File: src/rtl/seq_multiplier.sv
// Unsigned WIDTH x WIDTH shift-add multiplier, one partial product per clock, start/done handshake.
// Latency WIDTH cycles; optional early termination under SEQ_MULT_EARLY_TERM_EN. start ignored while busy.
module seq_multiplier #(
   parameter int WIDTH = 4
) (
   input  logic               clk,
   input  logic               rst_n,
   input  logic               start,
   input  logic [WIDTH-1:0]   a,
   input  logic [WIDTH-1:0]   b,
   output logic               in_ready,
   output logic               busy,
   output logic               done,
   output logic               res_valid,
   output logic [2*WIDTH-1:0] res
);

   localparam int PW = 2 * WIDTH;
   localparam int CW = $clog2(WIDTH + 1);
   localparam logic [CW-1:0] LAST = CW'(WIDTH - 1);

   typedef enum logic [1:0] {IDLE, RUN, DONE} state_t;

   state_t           state;
   logic [PW-1:0]    acc;
   logic [PW-1:0]    mcand;
   logic [PW-1:0]    acc_nxt;
   logic [WIDTH-1:0] mult;
   logic [WIDTH-1:0] mult_nxt;
   logic [CW-1:0]    count;
   logic             last;

   assign acc_nxt  = mult[0] ? acc + mcand : acc;
   assign mult_nxt = mult >> 1;

`ifdef SEQ_MULT_EARLY_TERM_EN
   // Stop as soon as no multiplier bits remain; the count exit still bounds the run.
   assign last = (count == LAST) || (mult_nxt == '0);
`else
   assign last = (count == LAST);
`endif

   always_ff @(posedge clk or negedge rst_n) begin
      if (!rst_n) begin
         state     <= IDLE;
         acc       <= '0;
         mcand     <= '0;
         mult      <= '0;
         count     <= '0;
         res       <= '0;
         res_valid <= 1'b0;
         done      <= 1'b0;
         busy      <= 1'b0;
         in_ready  <= 1'b1;
      end else begin
         case (state)
            IDLE, DONE: begin
               done <= 1'b0;
               if (start) begin
                  mcand     <= {{WIDTH{1'b0}}, a};
                  mult      <= b;
                  acc       <= '0;
                  count     <= '0;
                  state     <= RUN;
                  busy      <= 1'b1;
                  in_ready  <= 1'b0;
                  res_valid <= 1'b0;
               end
            end
            RUN: begin
               acc   <= acc_nxt;
               mcand <= mcand << 1;
               mult  <= mult_nxt;
               count <= count + CW'(1);
               if (last) begin
                  state     <= DONE;
                  res       <= acc_nxt;
                  done      <= 1'b1;
                  res_valid <= 1'b1;
                  busy      <= 1'b0;
                  in_ready  <= 1'b1;
               end
            end
            default: state <= IDLE;
         endcase
      end
   end

endmodule

File: config.mk
export PLATFORM = sky130hd
export DESIGN_NAME = seq_multiplier
export DESIGN_NICKNAME = d
export VERILOG_FILES = /design/src/rtl/seq_multiplier.sv
export SDC_FILE = /design/constraint.sdc
export NUM_CORES = 1
export LEC_CHECK = 0
export ABC_CLOCK_PERIOD_IN_PS = 3200
export CAP_MARGIN = 20
export CORE_ASPECT_RATIO = 1.75
export CORE_UTILIZATION = 65
export CTS_BUF_LIST = sky130_fd_sc_hd__clkbuf_8
export CTS_CLUSTER_DIAMETER = 200
export DETAILED_ROUTE_END_ITERATION = 7
export DONT_BUFFER_PORTS = 1
export PLACE_DENSITY = 0.9
export SYNTH_ARGS = -nofsm -noshare
export SYNTH_HDL_FRONTEND = slang
export SYNTH_SLANG_ARGS = --single-unit
File: constraint.sdc
create_clock -name clk -period 3.2 [get_ports clk]
set_input_delay 0.64 -clock clk [delete_from_list [all_inputs] [get_ports clk]]
set_output_delay 0.64 -clock clk [all_outputs]
set_load 0.02 [all_outputs]
# Word-level counts from Yosys, hierarchy flattened
# Cells that the tools add are included.
[totals]
out_inout_bits = 12
elab_cells = 44
reg_bits = 37
inputBits = 11
[classes]
reduce_logical = 8
n_eq_ne = 5
mux = 19
add_sub_neg = 2
[ops]
columns = ["operator", "count"]
rows = [
  ["one-hot mux 8 bit (2 select lines)", 2],
  ["two-way mux 8 bit", 3],
  ["adder 8 bit", 1],
  ["one-hot mux 4 bit (2 select lines)", 1],
  ["AND reduction 2 bit", 4],
  ["one-hot mux 1 bit (2 select lines)", 3],
  ["one-hot mux 3 bit (2 select lines)", 1],
  ["two-way mux 1 bit", 4],
  ["two-way mux 2 bit", 2],
  ["two-way mux 4 bit", 1],
  ["!= test 2 bit (second input constant)", 2],
  ["one-hot mux 2 bit (2 select lines)", 1],
  ["adder 3 x 1 -> 3 bit (second input constant)", 1],
  ["== test 3 x 2 -> 1 bit (second input constant)", 1],
  ["two-way mux 3 bit", 1],
  ["AND reduction 3 bit", 1],
  ["== test 2 x 1 -> 1 bit (second input constant)", 1],
  ["== test 2 bit (second input constant)", 1],
  ["logical NOT 2 bit", 1],
  ["nonzero test 2 bit", 1],
  ["OR reduction 2 bit", 1],
]

# Logic depth before layout (Yosys ltp)
# Gate-level depths: netlist (run 1).
[logic_depth]
depth_word = 4
depth_mapped = 8
mapped_depth_nobuf = 7

# Worst setup path after synthesis (run 1)
# OpenSTA, ideal clock, no wires.
[synth_path]
path_type = "reg2reg"
from = "register acc[0]"
to = "register res[4]"
n_path_buf = 0
required_ps = 3075
arrival_time_ps = 1878
period_less_slack_ps = 2002
stages_incl_launch_ff = 8
setup_time_ps = 125
path_slack_ps = 1198
path_cell_list = "dfrtp_1 ha_1 fa_1 a21o_2 a21oi_1 xor2_1 mux2i_1 mux2_2"
[synth_via]
elab_chain_cells = 2
[synth_lines]
columns = ["element", "line_no", "rtl"]
rows = [
  ["start, declared", "25", "logic [PW-1:0] acc;"],
  ["start signal, assigned", "71", "acc <= acc_nxt;"],
  ["adder 8 bit", "33", "assign acc_nxt = mult[0] ? acc + mcand : acc;"],
  ["two-way mux 8 bit", "33", ""],
  ["end signal, assigned", "77", "res <= acc_nxt;"],
  ["end, declared", "15", "output logic [2*WIDTH-1:0] res"],
]
# No other way between the ends.
# A chain may end at the register's enable or synchronous reset.

# Worst setup path in the final report (run 1)
# Same ends and word-level chain as after synthesis.

==> results.md, run 1 <==
- Die height: 73.6 µm
- Final worst-path cycle share: 68.8%
- F_max: 0.454 GHz
- Initial DRC count: 50
- Min Tclk post-route: 2.20 ns
- Drt wl/cell: 16.3 µm
- Root buffer cell: clkbuf_8
- Die area: 0.00316 mm²
- Final hold violation count: 0
- Post-CTS resize count: 0
- CP startpoint kind: flop
- IO buf count: 0
- Total track usage: 26.3%
- Initial Util: 69.1%
- Unique masters post-synth: 41
- Leading cell type in the layout, fill and taps excluded: dfrtp_1
- GRT Residual Overflow: 0
- Synth-to-Final Area Change: 4.41%
- Pre-Repair DR Iteration Count: 4
- Crit path capture type: flop
- Max clock buf depth: 2
- DP Area: 0.00190 mm²
- CTS H-tree depth: 2
- Clock-pin slew on the worst setup and hold paths: 0.07 ns
- Row cnt: 25
- Syn_nets: 215
- Design area: 0.00199 mm²
- Status: completed
- Syn. warnings: 0
- Unrepaired setup endpoints after global routing: no
- CTS Hold Buffers Added: 0
- CTS tree: built
- Crit path arrival time: 2.38 ns
- Post-CTS setup buffer count: 0
- Clk sinks: 37
- Worst-margin pin slew: 0.685 ns
- #FFs+latches synth: 37
- First-pass GRT wire length: 6130 µm
- Chip width: 42.9 µm
- Area contributors post-synth: dfrtp_1 47%, nand2_1 6.1%, ha_1 5.9%, o21ai_0 5.0%, mux2i_1 3.2%
- N_diodes: 0
- Critical Path RT: 3.38 ns
- GPL Wtd Cong: 0.782
- Relative slew slack: 54.3%
- Critical path class: flop to flop
- Setup-failing EPs final: 0
- Initial antenna violation count: 0
- # IOs: 23
- Commonest non-fill, non-tap cells in the layout: 36 x dfrtp_1, 31 x nand2_1, 19 x o21ai_0
- Mapped Area: 0.00190 mm²
- Vias per std cell: 6.46
- Largest net degree at the start of global routing: 38
- Inserted Clock Buffers: 5
- Post-Synthesis Cells: 194
- Yosys top cell area share: 47.3%
- Sequential-to-total area share from yosys stat: 48.7%
- DRC: 0
- Skew final: 0.00259 ns
- Routed via count: 1421
- Leak Pwr: 0.940 nW
- Critical path fanouts, max: 3
- Post-DP HPWL: 2650 µm
- Max cap viols: 0
- Vias in the first global route: 1401
- ANT nets after route: 0
- Avg Cell Area, Syn: 9.81 µm²
- Layout cells sized above 1: 8.81%
- Setup TNS Final: 0 ns
- Largest area contributor in the netlist: dfrtp_1
- Post-Route WL: 3590 µm
- Fin. max-slew vios: 0
- Core box area: 0.00275 mm²
- Net count, final: 213
- Clk_lat worst skew: 0.29 ns
- PD cells: 1140 mW/mm²
- HP Class: input pin to asynchronous set/reset pin
- Worst vdd ir: 731 µV
-- logic make-up (layout without fill, tap and decap cells) --
group | Yosys count | after routing | share of synthesized area, %
buffers and inverters | 17 | 16 | 3.88
AOI/OAI and AO/OA | 49 | 49 | 17.0
DFF | 37 | 37 | 48.7
muxes | 9 | 9 | 4.93
adders and majority gates | 10 | 10 | 6.97
and+or+nand+nor | 67 | 67 | 16.2
xor gates and xnor gates | 5 | 5 | 2.30
-- state kept, by name (all words and copies together) (netlist names), 2 cells and up --
name,flops
acc,8
count,3
mcand,8
state,2
res,8
mult,4
-- report_power, final --
part,total [mW],switching (mW),internal (mW)
clock,0.326,0.157,0.169
combinational,0.989,0.564,0.425
sequential,0.945,0.266,0.678
-- worst max-delay path, stage by stage, from the launching register on --
cell and delay [ns]:
dfrtp_1 0.40, ha_1 0.26, fa_1 0.42, a21o_2 0.21, a21oi_1 0.20, xor2_1 0.22, mux2i_1 0.10, mux2_2 0.28
-- routing by layer --
metal	wire length [µm]	vias up	GRT usage [%]
met1	1390	693	29.1
met4	74	0	12.8
met2	1970	48	47.3
met3	160	8	4.67
met5	0	-	0
li1	-	672	-
-- path summary, 6_finish.rpt --
kind / startpoint / end / slack (ns) / cells after the start
setup / recovery: acc[0]$_DFFE_PN0P_ / res[4]$_DFFE_PN0P_ / 1.0 / 7
hold / removal: rst_n / res[2]$_DFFE_PN0P_ / 0.04 / 0
setup reg to reg: acc[0]$_DFFE_PN0P_ / res[4]$_DFFE_PN0P_ / 1.0 / 7
hold reg to reg: count[2]$_DFFE_PN0P_ / count[2]$_DFFE_PN0P_ / 0.49 / 2
max in group asynchronous: rst_n / in_ready$_DFFE_PN1P_ / 2.99 / 0
min in group clk: a[0] / mcand[0]$_DFFE_PN0P_ / 0.48 / 2
-- synthesized netlist by cell type (all sizes together) --
cell type   n
nand3b      1
a41oi       1
nand3       8
o221ai      1
buf         4
clkbuf      6
or2b        1
nand4       1
nor3b       1
or4         1
o21a        2
o211ai      2
nor2b       2
xnor2       2
a21o        2
nand2b      5
a31oi       6
a211oi      1
inv         7
o21ai      19
o21bai      1
dfstp       1
dfrtp      36
and2b       1
xor2        3
mux2        3
a221o       1
nand2      31
mux2i       6
nor2       10
nor3        5
o22ai       1
fa          1
ha          9
a22o        6
a21oi       6
-- area by class of cell --
class / count / area [µm²]
inverters: 7 / 26.3
flip-flops and latches: 37 / 927
multi-input cells: 140 / 902
clock inverters: 2 / 7.51
repair buffers: 1 / 7.51
fillers: 204 / 766
clock buffers: 6 / 82.6
well taps: 27 / 33.8
-- through the flow --
| step | power, mW | hold WS, ns | worst slack [ns] | instances | util (%) |
|---|---|---|---|---|---|
| after floorplan | 1.74 | 0.344 | 1.20 | 194 | - |
| after global placement | 1.86 | 0.345 | 1.13 | 212 | 68.9 |
| after detailed placement | 1.94 | 0.345 | 1.01 | 212 | 68.9 |
| after CTS | 2.26 | 0.0306 | 0.985 | 220 | 72.2 |
| after global routing | 2.44 | 0.0275 | 0.891 | 220 | 72.2 |
| final | 2.26 | 0.0379 | 0.998 | 220 | 72.2 |
Note: power is estimated with default switching activity, not from simulation.
==> run 2, diff against run 1 <==
==> config.mk (replaced) <==
export PLATFORM = sky130hd
export DESIGN_NAME = seq_multiplier
export DESIGN_NICKNAME = d
export VERILOG_FILES = /design/src/rtl/seq_multiplier.sv
export SDC_FILE = /design/constraint.sdc
export NUM_CORES = 1
export LEC_CHECK = 0
export ABC_CLOCK_PERIOD_IN_PS = 1900
export CAP_MARGIN = 20
export CORE_ASPECT_RATIO = 1.75
export CORE_UTILIZATION = 59
export CTS_BUF_LIST = sky130_fd_sc_hd__clkbuf_8
export CTS_CLUSTER_DIAMETER = 200
export DETAILED_ROUTE_END_ITERATION = 7
export DONT_BUFFER_PORTS = 1
export PLACE_DENSITY = 0.87
export SYNTH_ARGS = -nofsm -noshare
export SYNTH_HDL_FRONTEND = slang
export SYNTH_SLANG_ARGS = --single-unit
==> constraint.sdc (replaced) <==
create_clock -name clk -period 1.9 [get_ports clk]
set_input_delay 0.38 -clock clk [delete_from_list [all_inputs] [get_ports clk]]
set_output_delay 0.38 -clock clk [all_outputs]
set_load 0.02 [all_outputs]
==> results.md, run 2 (synthesis gave the netlist of run 1 again) <==
- Clk_lat worst skew: 0.30 ns
- Crit path capture type: flop
- FF/Latch Area: 930 µm²
- Clock-pin slew on the worst setup and hold paths: 0.07 ns
- Fin. max-slew vios: 0
- Row cnt: 26
- Vias per std cell: 6.06
- # IOs: 23
- Min Tclk post-route: 2.18 ns
- Crit path depth: 7
- Status: finished with violations
- Worst-margin pin slew: 0.649 ns
- CTS tree: built
- First-pass GRT wire length: 6920 µm
- Max clock buf depth: 2
- Place WS: -0.0830 ns
- CTS H-tree depth: 2
- Biggest regs: acc x8, mcand x8, res x8
- Die height: 77.1 µm
- IO buf count: 0
- HP Class: input pin to flop
- Crit path buf inv count: 0
- CP cell instances: ha_4, fa_2, a21o_2, a21oi_2, xor2_1, mux2i_1, mux2_2
- GRT Residual Overflow: 0
- Cell class contributing the biggest share of worst-path delay: adder cells
- Failing checks: setup timing
- Final hold violation count: 0
- R2R Setup Slk: -0.28 ns
- DRC: 0
- Final worst-path cycle share: 115%
- R2R cell count: 7
- Post-Route WL: 4350 µm
- Fin cells: 252
- Synth-to-Final Area Change: 20.2%
- GPL Wtd Cong: 0.819
- Unrepaired setup endpoints after global routing: yes
- ANT nets after route: 0
- Setup-failing EPs final: 2
- Critical path fanouts, max: 2
- Hold_ws: 0.227 ns
- Hold path cells: 2
- Inserted Clock Buffers: 5
- Root buffer cell: clkbuf_8
- Number of placed cells counting well taps: 238
- Clk sinks: 37
- Vias in the first global route: 1602
- Initial antenna violation count: 0
- Leading cell type in the layout, fill and taps excluded: dfrtp_1
- Slowest cell on the critical path: dfrtp_1
- Max stage delay on crit path: 0.42 ns
- CP startpoint kind: flop
- Initial Util: 63.6%
- Initial DRC count: 47
- Post-DP HPWL: 2910 µm
- Setup ws final: -0.283 ns
- Layout cells sized above 1: 23.8%
- Layout Utilization: 76.4%
- Multi-input gate area: 0.00101 mm²
- Crit path arrival time: 2.36 ns
- Max cap viols: 0
- PD cells: 1990 mW/mm²
- Total track usage: 27.7%
- Fillers: 201
- N_diodes: 0
- Pre-Repair DR Iteration Count: 4
- Worst vdd ir: 1180 µV
- Largest net degree at the start of global routing: 38
- Core box area: 0.00299 mm²
- Critical Path RT: 2.08 ns
- Drt wl/cell: 17.3 µm
- Routed via count: 1527
- Relative slew slack: 56.7%
- Commonest non-fill, non-tap cells in the layout: 34 x dfrtp_1, 31 x nand2_1, 16 x o21ai_0, 16 x buf_4, 10 x nor2_1
- F_max: 0.458 GHz
- Skew final: 0.00460 ns
- Chip width: 44.9 µm
- Die area: 0.00347 mm²
- Leak Pwr: 1.05 nW
- Net count, final: 230
- Critical path class: flop to flop
-- run 2: worst paths after layout --
kind	start	end
max	mcand[0]$_DFFE_PN0P_	res[4]$_DFFE_PN0P_
min	a[0]	mcand[0]$_DFFE_PN0P_
max reg2reg	mcand[0]$_DFFE_PN0P_	res[4]$_DFFE_PN0P_
min reg2reg	count[2]$_DFFE_PN0P_	count[2]$_DFFE_PN0P_
max in group asynchronous	rst_n	in_ready$_DFFE_PN1P_
min in group asynchronous	rst_n	acc[4]$_DFFE_PN0P_
-- run 2: through the flow --
| stage | power, mW | area (µm²) | setup TNS (ns) |
|---|---|---|---|
| final | 4.56 | 2290 | -0.344 |
| after global routing | 4.85 | 2290 | -0.513 |
| after CTS | 4.29 | 2180 | -0.173 |
| after detailed placement | 3.44 | 2010 | -0.141 |
| after global placement | 3.29 | 2010 | 0 |
| after floorplan | 2.94 | 1910 | 0 |
-- run 2: where the power goes --
| part | switching (mW) | internal (mW) | total [mW] |
|---|---|---|---|
| logic | 1.18 | 1.03 | 2.21 |
| clock network | 0.293 | 0.427 | 0.719 |
| registers | 0.481 | 1.15 | 1.63 |
| total | 1.95 | 2.61 | 4.56 |
-- run 2: final cells by class --
| class | instances | share of cell area [%] |
|---|---|---|
| tap | 42 | 2.30 |
| timing repair buffer | 18 | 6.56 |
| clock inverter | 2 | 1.64 |
| multi-input combinational | 140 | 44.1 |
| clock buffer | 6 | 3.61 |
| inverter | 7 | 1.15 |
| sequential | 37 | 40.6 |
-- run 2: repair_timing --
action,4_1_cts,5_1_grt
pin swaps,0,11
resized for setup,1,16
hold endpoints to repair,37,0
setup buffers,3,4
hold buffers,2,0
setup endpoints to repair,3,8
-- run 2: metal layers --
metal | vias up | global-route usage, % | routed length [µm]
met1 | 763 | 31.8 | 1620
met5 | - | 0 | 0
li1 | 708 | - | -
met4 | 0 | 13.6 | 109
met2 | 44 | 46.1 | 2450
met3 | 12 | 6.35 | 177
==> run 3, diff against run 2 <==
--- a/config.mk
+++ b/config.mk
@@ -17,3 +17,4 @@
 export SYNTH_ARGS = -nofsm -noshare
 export SYNTH_HDL_FRONTEND = slang
 export SYNTH_SLANG_ARGS = --single-unit
+export TNS_END_PERCENT = 100
==> results of run 3 <==
The final DEF is identical to that of run 2; final timing and power are the same.
